`src/rtl/jt51_wr_seq.sv`:
```
// jt51_wr_seq: queues (register, value) commands and plays each one out on the
// JT51 CPU write port as an address write followed by a data write. Before it
// starts the next command it waits for the chip's busy flag to clear.
module jt51_wr_seq #(
  parameter int FIFO_AW    = 4,
  parameter int WR_LEN     = 1,
  parameter int GAP        = 1,
  parameter int ADDR_CACHE = 1
) (
  input  logic               rst,
  input  logic               clk,
  input  logic [7:0]         cmd_addr,
  input  logic [7:0]         cmd_data,
  input  logic               cmd_valid,
  output logic               cmd_ready,
  input  logic               flush,
  output logic [FIFO_AW:0]   level,
  output logic               idle,
  output logic [7:0]         dout,
  output logic               a0,
  output logic               write,
  input  logic               busy
);

  localparam int DEPTH = 1 << FIFO_AW;

  typedef enum logic [2:0] {S_IDLE, S_ADDR, S_GAP, S_DATA, S_SETTLE} state_t;

  logic [15:0]        mem_q [DEPTH];
  logic [FIFO_AW-1:0] wr_ptr_q, rd_ptr_q;
  logic [FIFO_AW:0]   level_q, level_d;
  logic               ready_q;
  logic               push, pop;
  logic [15:0]        head;

  state_t             state_q, state_d;
  logic [3:0]         cnt_q, cnt_d;
  logic [7:0]         addr_q, addr_d, data_q, data_d;
  logic [7:0]         cache_q, cache_d;
  logic               cache_vld_q, cache_vld_d;
  logic [7:0]         dout_q, dout_d;
  logic               a0_q, a0_d, wr_q, wr_d;

  // A flush cycle drops any command offered alongside it.
  assign push = cmd_valid & ready_q & ~flush;
  assign head = mem_q[rd_ptr_q];

  // Occupancy update; a flush overrides both push and pop.
  always_comb begin
    level_d = level_q;
    if (flush)
      level_d = '0;
    else if (push && !pop)
      level_d = level_q + (FIFO_AW+1)'(1);
    else if (!push && pop)
      level_d = level_q - (FIFO_AW+1)'(1);
  end

  // FIFO control: pointers, level and a registered not-full flag.
  always_ff @(posedge clk or posedge rst) begin
    if (rst) begin
      wr_ptr_q <= '0;
      rd_ptr_q <= '0;
      level_q  <= '0;
      ready_q  <= 1'b1;
    end else begin
      level_q <= level_d;
      ready_q <= (level_d < (FIFO_AW+1)'(DEPTH));
      if (flush) begin
        wr_ptr_q <= '0;
        rd_ptr_q <= '0;
      end else begin
        if (push) wr_ptr_q <= wr_ptr_q + (FIFO_AW)'(1);
        if (pop)  rd_ptr_q <= rd_ptr_q + (FIFO_AW)'(1);
      end
    end
  end

  // FIFO storage; contents need no reset because the pointers guard them.
  always_ff @(posedge clk) begin
    if (push) mem_q[wr_ptr_q] <= {cmd_addr, cmd_data};
  end

  // Sequencer next state; bus outputs are computed for the coming cycle.
  always_comb begin
    state_d     = state_q;
    cnt_d       = cnt_q;
    addr_d      = addr_q;
    data_d      = data_q;
    cache_d     = cache_q;
    cache_vld_d = cache_vld_q;
    dout_d      = dout_q;
    a0_d        = a0_q;
    wr_d        = 1'b0;
    pop         = 1'b0;
    case (state_q)
      S_IDLE: begin
        a0_d = 1'b0;
        if (level_q != '0 && !busy && !flush) begin
          pop    = 1'b1;
          addr_d = head[15:8];
          data_d = head[7:0];
          cnt_d  = 4'(WR_LEN - 1);
          wr_d   = 1'b1;
          if (ADDR_CACHE != 0 && cache_vld_q && cache_q == head[15:8]) begin
            state_d = S_DATA;
            dout_d  = head[7:0];
            a0_d    = 1'b1;
          end else begin
            state_d = S_ADDR;
            dout_d  = head[15:8];
          end
        end
      end
      S_ADDR: begin
        if (cnt_q == 4'd0) begin
          cache_d     = addr_q;
          cache_vld_d = 1'b1;
          state_d     = S_GAP;
          cnt_d       = 4'(GAP - 1);
        end else begin
          cnt_d = cnt_q - 4'd1;
          wr_d  = 1'b1;
        end
      end
      S_GAP: begin
        if (cnt_q == 4'd0) begin
          state_d = S_DATA;
          cnt_d   = 4'(WR_LEN - 1);
          dout_d  = data_q;
          a0_d    = 1'b1;
          wr_d    = 1'b1;
        end else begin
          cnt_d = cnt_q - 4'd1;
        end
      end
      S_DATA: begin
        if (cnt_q == 4'd0) begin
          // The chip raises busy a cycle late, so give it two cycles to show.
          state_d = S_SETTLE;
          cnt_d   = 4'd1;
        end else begin
          cnt_d = cnt_q - 4'd1;
          wr_d  = 1'b1;
        end
      end
      S_SETTLE: begin
        if (cnt_q == 4'd0) begin
          state_d = S_IDLE;
          a0_d    = 1'b0;
        end else begin
          cnt_d = cnt_q - 4'd1;
        end
      end
      default: state_d = S_IDLE;
    endcase
    if (flush) cache_vld_d = 1'b0;
  end

  // Sequencer control and bus outputs; reset aborts the bus cycle at once.
  always_ff @(posedge clk or posedge rst) begin
    if (rst) begin
      state_q     <= S_IDLE;
      cnt_q       <= 4'd0;
      cache_vld_q <= 1'b0;
      dout_q      <= 8'd0;
      a0_q        <= 1'b0;
      wr_q        <= 1'b0;
    end else begin
      state_q     <= state_d;
      cnt_q       <= cnt_d;
      cache_vld_q <= cache_vld_d;
      dout_q      <= dout_d;
      a0_q        <= a0_d;
      wr_q        <= wr_d;
    end
  end

  // Command hold registers and cached register number.
  always_ff @(posedge clk) begin
    addr_q  <= addr_d;
    data_q  <= data_d;
    cache_q <= cache_d;
  end

  assign cmd_ready = ready_q;
  assign level     = level_q;
  assign idle      = (level_q == '0) && (state_q == S_IDLE) && !busy;
  assign dout      = dout_q;
  assign a0        = a0_q;
  assign write     = wr_q;

endmodule

```
`config.mk`:
```
export PLATFORM = sky130hd
export DESIGN_NAME = jt51_wr_seq
export DESIGN_NICKNAME = d
export VERILOG_FILES = /design/src/rtl/jt51_wr_seq.sv
export SDC_FILE = /design/constraint.sdc
export NUM_CORES = 1
export LEC_CHECK = 0
export CAP_MARGIN = 20
export CORE_MARGIN = 2
export CORE_UTILIZATION = 30
export CTS_CLUSTER_SIZE = 28
export DETAILED_ROUTE_END_ITERATION = 10
export DONT_BUFFER_PORTS = 1
export HOLD_SLACK_MARGIN = 0.03
export SLEW_MARGIN = 20
export SYNTH_ARGS = -nofsm -noshare
export SYNTH_HDL_FRONTEND = slang
export SYNTH_SLANG_ARGS = --single-unit
```
`constraint.sdc`:
```
create_clock -name clk -period 3.5 [get_ports clk]
set_input_delay 0.175 -clock clk [delete_from_list [all_inputs] [get_ports clk]]
set_output_delay 0.175 -clock clk [all_outputs]
set_load 0.02 [all_outputs]
```
==> flow_results.xml <==
<?xml version="1.0" encoding="UTF-8"?>
<metrics>
  <group name="floorplan">
    <metric name="placementRows" unit="">75</metric>
    <metric name="dieArea" unit="µm²">44190</metric>
    <metric name="core_area" unit="µm²">41950</metric>
    <metric name="die_y" unit="µm">210.2</metric>
    <metric name="top_level_ports" unit="">38</metric>
    <metric name="starting_utilization_of_the_core_area" unit="">0.3041</metric>
    <metric name="dieWidth" unit="µm">210.2</metric>
  </group>
  <group name="drt">
    <metric name="detail-route-antenna-nets" unit="">0</metric>
    <metric name="detailroute.via_count" unit="">6608</metric>
    <metric name="totalWireLength" unit="mm">28.16</metric>
    <metric name="drt_pre_antenna_iters" unit="">5</metric>
    <metric name="drt-vias-per-instance" unit="">4.987</metric>
    <metric name="drc_errors" unit="">0</metric>
    <metric name="initialDrtViolationCount" unit="">808</metric>
    <metric name="route.detailed.wl_per_inst" unit="µm">21.25</metric>
  </group>
  <group name="timing">
    <metric name="worst-slew-pin-transition" unit="ns">0.9149</metric>
    <metric name="finalSetupTns" unit="ns">0</metric>
    <metric name="period_minus_slack" unit="ns">3.240</metric>
    <metric name="achievable-frequency" unit="MHz">308.6</metric>
    <metric name="min_period_over_period" unit="">0.9258</metric>
    <metric name="fin_worst_skew" unit="ns">0.02325</metric>
    <metric name="timing.max_slew.rel_slack" unit="">0.3857</metric>
    <metric name="grt_setup_unrepaired" unit="">no</metric>
    <metric name="final_hold_viol_count" unit="">0</metric>
    <metric name="setup_viol" unit="">0</metric>
    <metric name="timing_max_transition_violations_final" unit="">0</metric>
  </group>
  <group name="global_routing">
    <metric name="grt_use_total" unit="">0.1298</metric>
    <metric name="grt_max_degree" unit="">36</metric>
    <metric name="vias_in_the_first_global_route" unit="">6779</metric>
    <metric name="grt_antenna_before_repair" unit="">4</metric>
    <metric name="grt_overflow_total" unit="">0</metric>
    <metric name="grt_first_pass_wirelength" unit="mm">42.87</metric>
  </group>
  <group name="critical_path">
    <metric name="timing.critical_path.to_type" unit="">register</metric>
    <metric name="critPathMaxFanout" unit="">33</metric>
    <metric name="critical_path_class" unit="">register to register</metric>
    <metric name="worst-endpoint-required" unit="ns">3.86</metric>
    <metric name="arrival" unit="ns">3.60</metric>
    <metric name="setup.worst_path.start_class" unit="">register</metric>
  </group>
  <group name="pwr">
    <metric name="pwr_density_cell" unit="nW/µm²">644.9</metric>
    <metric name="p_leak" unit="nW">4.696</metric>
    <metric name="totalPowerFinal" unit="mW">9.573</metric>
    <metric name="max-vdd-ir-drop" unit="mV">0.2980</metric>
  </group>
  <group name="clock_tree">
    <metric name="cts_num_sinks" unit="">312</metric>
    <metric name="cts.clk_slew.worst_paths" unit="ns">0.06</metric>
    <metric name="cts-root-buf" unit="">sky130_fd_sc_hd__clkbuf_16</metric>
    <metric name="tritoncts_clock_tree" unit="">yes</metric>
    <metric name="clock_latency_reported_for_the_late_side_of_the_worst_skew_pair" unit="ns">0.51</metric>
    <metric name="cts_setup_buffers" unit="">0</metric>
    <metric name="ctsHtreeMaxLevel" unit="">2</metric>
    <metric name="max_buffers_root_to_sink" unit="">3</metric>
    <metric name="cts-buffers-inserted" unit="">35</metric>
    <metric name="cts_repair_resize_count" unit="">0</metric>
  </group>
  <group name="yosys">
    <metric name="synthesis.area" unit="µm²">12760</metric>
    <metric name="synth_xor_xnor_area_share" unit="">0.01167</metric>
    <metric name="yosys.cell_types.count" unit="">62</metric>
    <metric name="synth_top_family_by_area" unit="">multiplexers</metric>
    <metric name="synth_nets" unit="">741</metric>
    <metric name="synth.yosys.seq_area_share" unit="">0.7219</metric>
    <metric name="synth-warning-count" unit="">0</metric>
    <metric name="synth.area.mux_share" unit="">0.1357</metric>
    <metric name="synth_ff_type" unit="">sky130_fd_sc_hd__edfxtp_1</metric>
    <metric name="synth_seq_cells" unit="">312</metric>
    <metric name="synthesis.area_per_instance" unit="µm²">17.97</metric>
    <metric name="asyncSetResetFlopFracSynth" unit="">0.1026</metric>
    <metric name="yosys.area_share.adder" unit="">0.009808</metric>
    <metric name="syn-instance-count" unit="">710</metric>
    <metric name="synth_enable_flop_cells" unit="">280</metric>
    <metric name="synth_simple_gate_area_frac" unit="">0.05581</metric>
    <metric name="post_synthesis_compound_gate_area_fraction" unit="">0.04482</metric>
  </group>
  <group name="run">
    <metric name="max_cap_viol_count" unit="">0</metric>
  </group>
  <group name="placement">
    <metric name="dp.final_hpwl" unit="mm">16.70</metric>
    <metric name="gp_routability_congestion" unit="">0.7664</metric>
    <metric name="io_buffers" unit="">0</metric>
  </group>
  <group name="final_layout">
    <metric name="drive_gt1_frac" unit="">0.2357</metric>
    <metric name="syn2layout_area_growth" unit="%">16.37</metric>
    <metric name="number_of_nets_in_the_layout" unit="">791</metric>
  </group>
  <group name="run_status">
    <metric name="status" unit="">complete, no violations</metric>
  </group>
  <group name="worst_hold_path">
    <metric name="hp-class" unit="">input pin to register</metric>
  </group>
</metrics>
[registers in the layout (all words and copies together), names as in the netlist]
register     cells
wr_ptr_q         4
state_q          3
cache_vld_q      1
rd_ptr_q         4
data_q           8
mem_q          256
cache_q          8
a0               1
addr_q           8
level            5
write            1
cnt_q            4
cmd_ready        1
dout             8
[metrics by stage]
step | setup slack, ns | std cells | cell area, µm² | hold WS, ns | utilization
CTS | 0.2579 | 1324 | 14830 | 0.03170 | 0.3536
global placement | 0.2736 | 1244 | 13560 | 0.2171 | 0.3233
finish | 0.2598 | 1325 | 14850 | 0.05914 | 0.3539
global route | 0.01313 | 1325 | 14850 | 0.06603 | 0.3539
detailed placement | 0.2698 | 1244 | 13560 | 0.2162 | 0.3233
floorplan | 0.4306 | 710 | 12760 | 0.2739 | -
[worst max-delay path, cell delays in order, from the launching register on]
cell and delay (ns):
sky130_fd_sc_hd__dfrtp_4 0.77, sky130_fd_sc_hd__mux2i_1 0.18, sky130_fd_sc_hd__mux4_2 0.49, sky130_fd_sc_hd__mux2_2 0.24, sky130_fd_sc_hd__o211ai_1 0.17, sky130_fd_sc_hd__or4_1 0.70, sky130_fd_sc_hd__o31ai_1 0.40, sky130_fd_sc_hd__a31oi_1 0.13
[logic make-up (layout without fill, tap and decap cells)]
logic type | after synthesis | in the layout
flops | 312 | 312
other cells | 0 | 1
compound gates | 85 | 85
simple gates | 147 | 147
fa+ha+maj | 10 | 10
mux | 87 | 87
buf+inv | 52 | 127
xor+xnor | 17 | 17
[final cells by class]
type,instances,area (µm²)
Antenna cell,1,2.502
Clock buffer,45,933.4
Clock inverter,17,157.7
Fill cell,3846,27100
Inverter,14,52.55
Multi-Input combinational cell,346,3354
Sequential cell,312,9218
Tap cell,539,674.4
Timing Repair Buffer,51,452.9
[synthesized netlist by cell type, types with 2 or more instances]
cell	count	share of area
sky130_fd_sc_hd__or3_1	6	0.0029
sky130_fd_sc_hd__mux2_2	5	0.0044
sky130_fd_sc_hd__mux2i_1	13	0.010
sky130_fd_sc_hd__nand2_1	40	0.012
sky130_fd_sc_hd__nand2b_1	5	0.0025
sky130_fd_sc_hd__nand3b_1	2	0.0012
sky130_fd_sc_hd__o31ai_1	8	0.0047
sky130_fd_sc_hd__nor3_1	9	0.0035
sky130_fd_sc_hd__ha_1	10	0.0098
sky130_fd_sc_hd__mux4_2	68	0.12
sky130_fd_sc_hd__and2_1	3	0.0015
sky130_fd_sc_hd__buf_1	4	0.0012
sky130_fd_sc_hd__nor4b_1	3	0.0021
sky130_fd_sc_hd__a22oi_1	4	0.0024
sky130_fd_sc_hd__a21oi_1	10	0.0039
sky130_fd_sc_hd__inv_1	13	0.0038
sky130_fd_sc_hd__a211oi_1	3	0.0018
sky130_fd_sc_hd__o22ai_1	2	0.00098
sky130_fd_sc_hd__a311oi_1	3	0.0021
sky130_fd_sc_hd__nand3_1	7	0.0027
sky130_fd_sc_hd__o211ai_1	2	0.0012
sky130_fd_sc_hd__a31oi_1	10	0.0049
sky130_fd_sc_hd__nor2_1	47	0.014
sky130_fd_sc_hd__o21ai_0	25	0.0098
sky130_fd_sc_hd__buf_4	8	0.0047
sky130_fd_sc_hd__edfxtp_1	280	0.66
sky130_fd_sc_hd__buf_2	7	0.0027
sky130_fd_sc_hd__or2_2	2	0.00098
sky130_fd_sc_hd__clkbuf_1	17	0.0050
sky130_fd_sc_hd__o32ai_1	2	0.0014
sky130_fd_sc_hd__nor4_1	2	0.00098
sky130_fd_sc_hd__nand4_1	11	0.0054
sky130_fd_sc_hd__xor2_1	6	0.0041
sky130_fd_sc_hd__nor2b_1	5	0.0025
sky130_fd_sc_hd__xnor2_1	11	0.0076
sky130_fd_sc_hd__dfrtp_1	31	0.061
[worst paths after layout]
check / depth (start not counted) / to / slack (ns) / from
max: 7 / dout[0]$_DFFE_PP0P_ / 0.26 / rd_ptr_q[1]$_DFFE_PP0P_
min: 2 / level[1]$_DFFE_PP0P_ / 0.06 / cmd_valid
max reg2reg: 7 / dout[0]$_DFFE_PP0P_ / 0.26 / rd_ptr_q[1]$_DFFE_PP0P_
min reg2reg: 0 / cache_q[1]$_DFFE_PP_ / 0.42 / addr_q[1]$_DFFE_PP_
max in group asynchronous: 3 / rd_ptr_q[0]$_DFFE_PP0P_ / 2.54 / rst
min in group asynchronous: 2 / level[3]$_DFFE_PP0P_ / 0.23 / rst
[cell usage in the layout (no fill, tap or decap), drive strengths merged, types with 7 or more instances in the layout]
| cell | count |
|---|---|
| o21ai | 26 |
| dlygate4sd3 | 18 |
| nor3 | 9 |
| mux4 | 68 |
| nand4 | 11 |
| nand2 | 40 |
| xnor2 | 11 |
| ha | 10 |
| nor2 | 47 |
| buf | 33 |
| clkinv | 14 |
| mux2i | 14 |
| dfrtp | 31 |
| clkbuf | 45 |
| a21oi | 10 |
| edfxtp | 280 |
| a31oi | 10 |
| o31ai | 8 |
| inv | 13 |
| nand3 | 7 |
[where the power goes]
part / switching (mW) / total [mW] / internal, mW / leakage [nW]
combinational: 0.828 / 1.51 / 0.686 / 1.24
clock: 1.41 / 3.46 / 2.04 / 0.531
sequential: 0.321 / 4.60 / 4.28 / 2.92
[per-layer routing]
metal,part of all wire,track usage,wire length [µm],vias to the layer above
li1,-,-,-,2940
met1,0.44,0.1775,12510,3424
met2,0.47,0.2119,13310,189
met3,0.064,0.02875,1810,49
met4,0.017,0.03033,491,6
met5,0.0012,0,34,-
[what timing repair did]
item,in CTS,in global routing
hold buffers,18,0
hold endpoints to repair,283,0
setup endpoints to repair,0,0
Note: power is estimated with default switching activity, not from simulation.
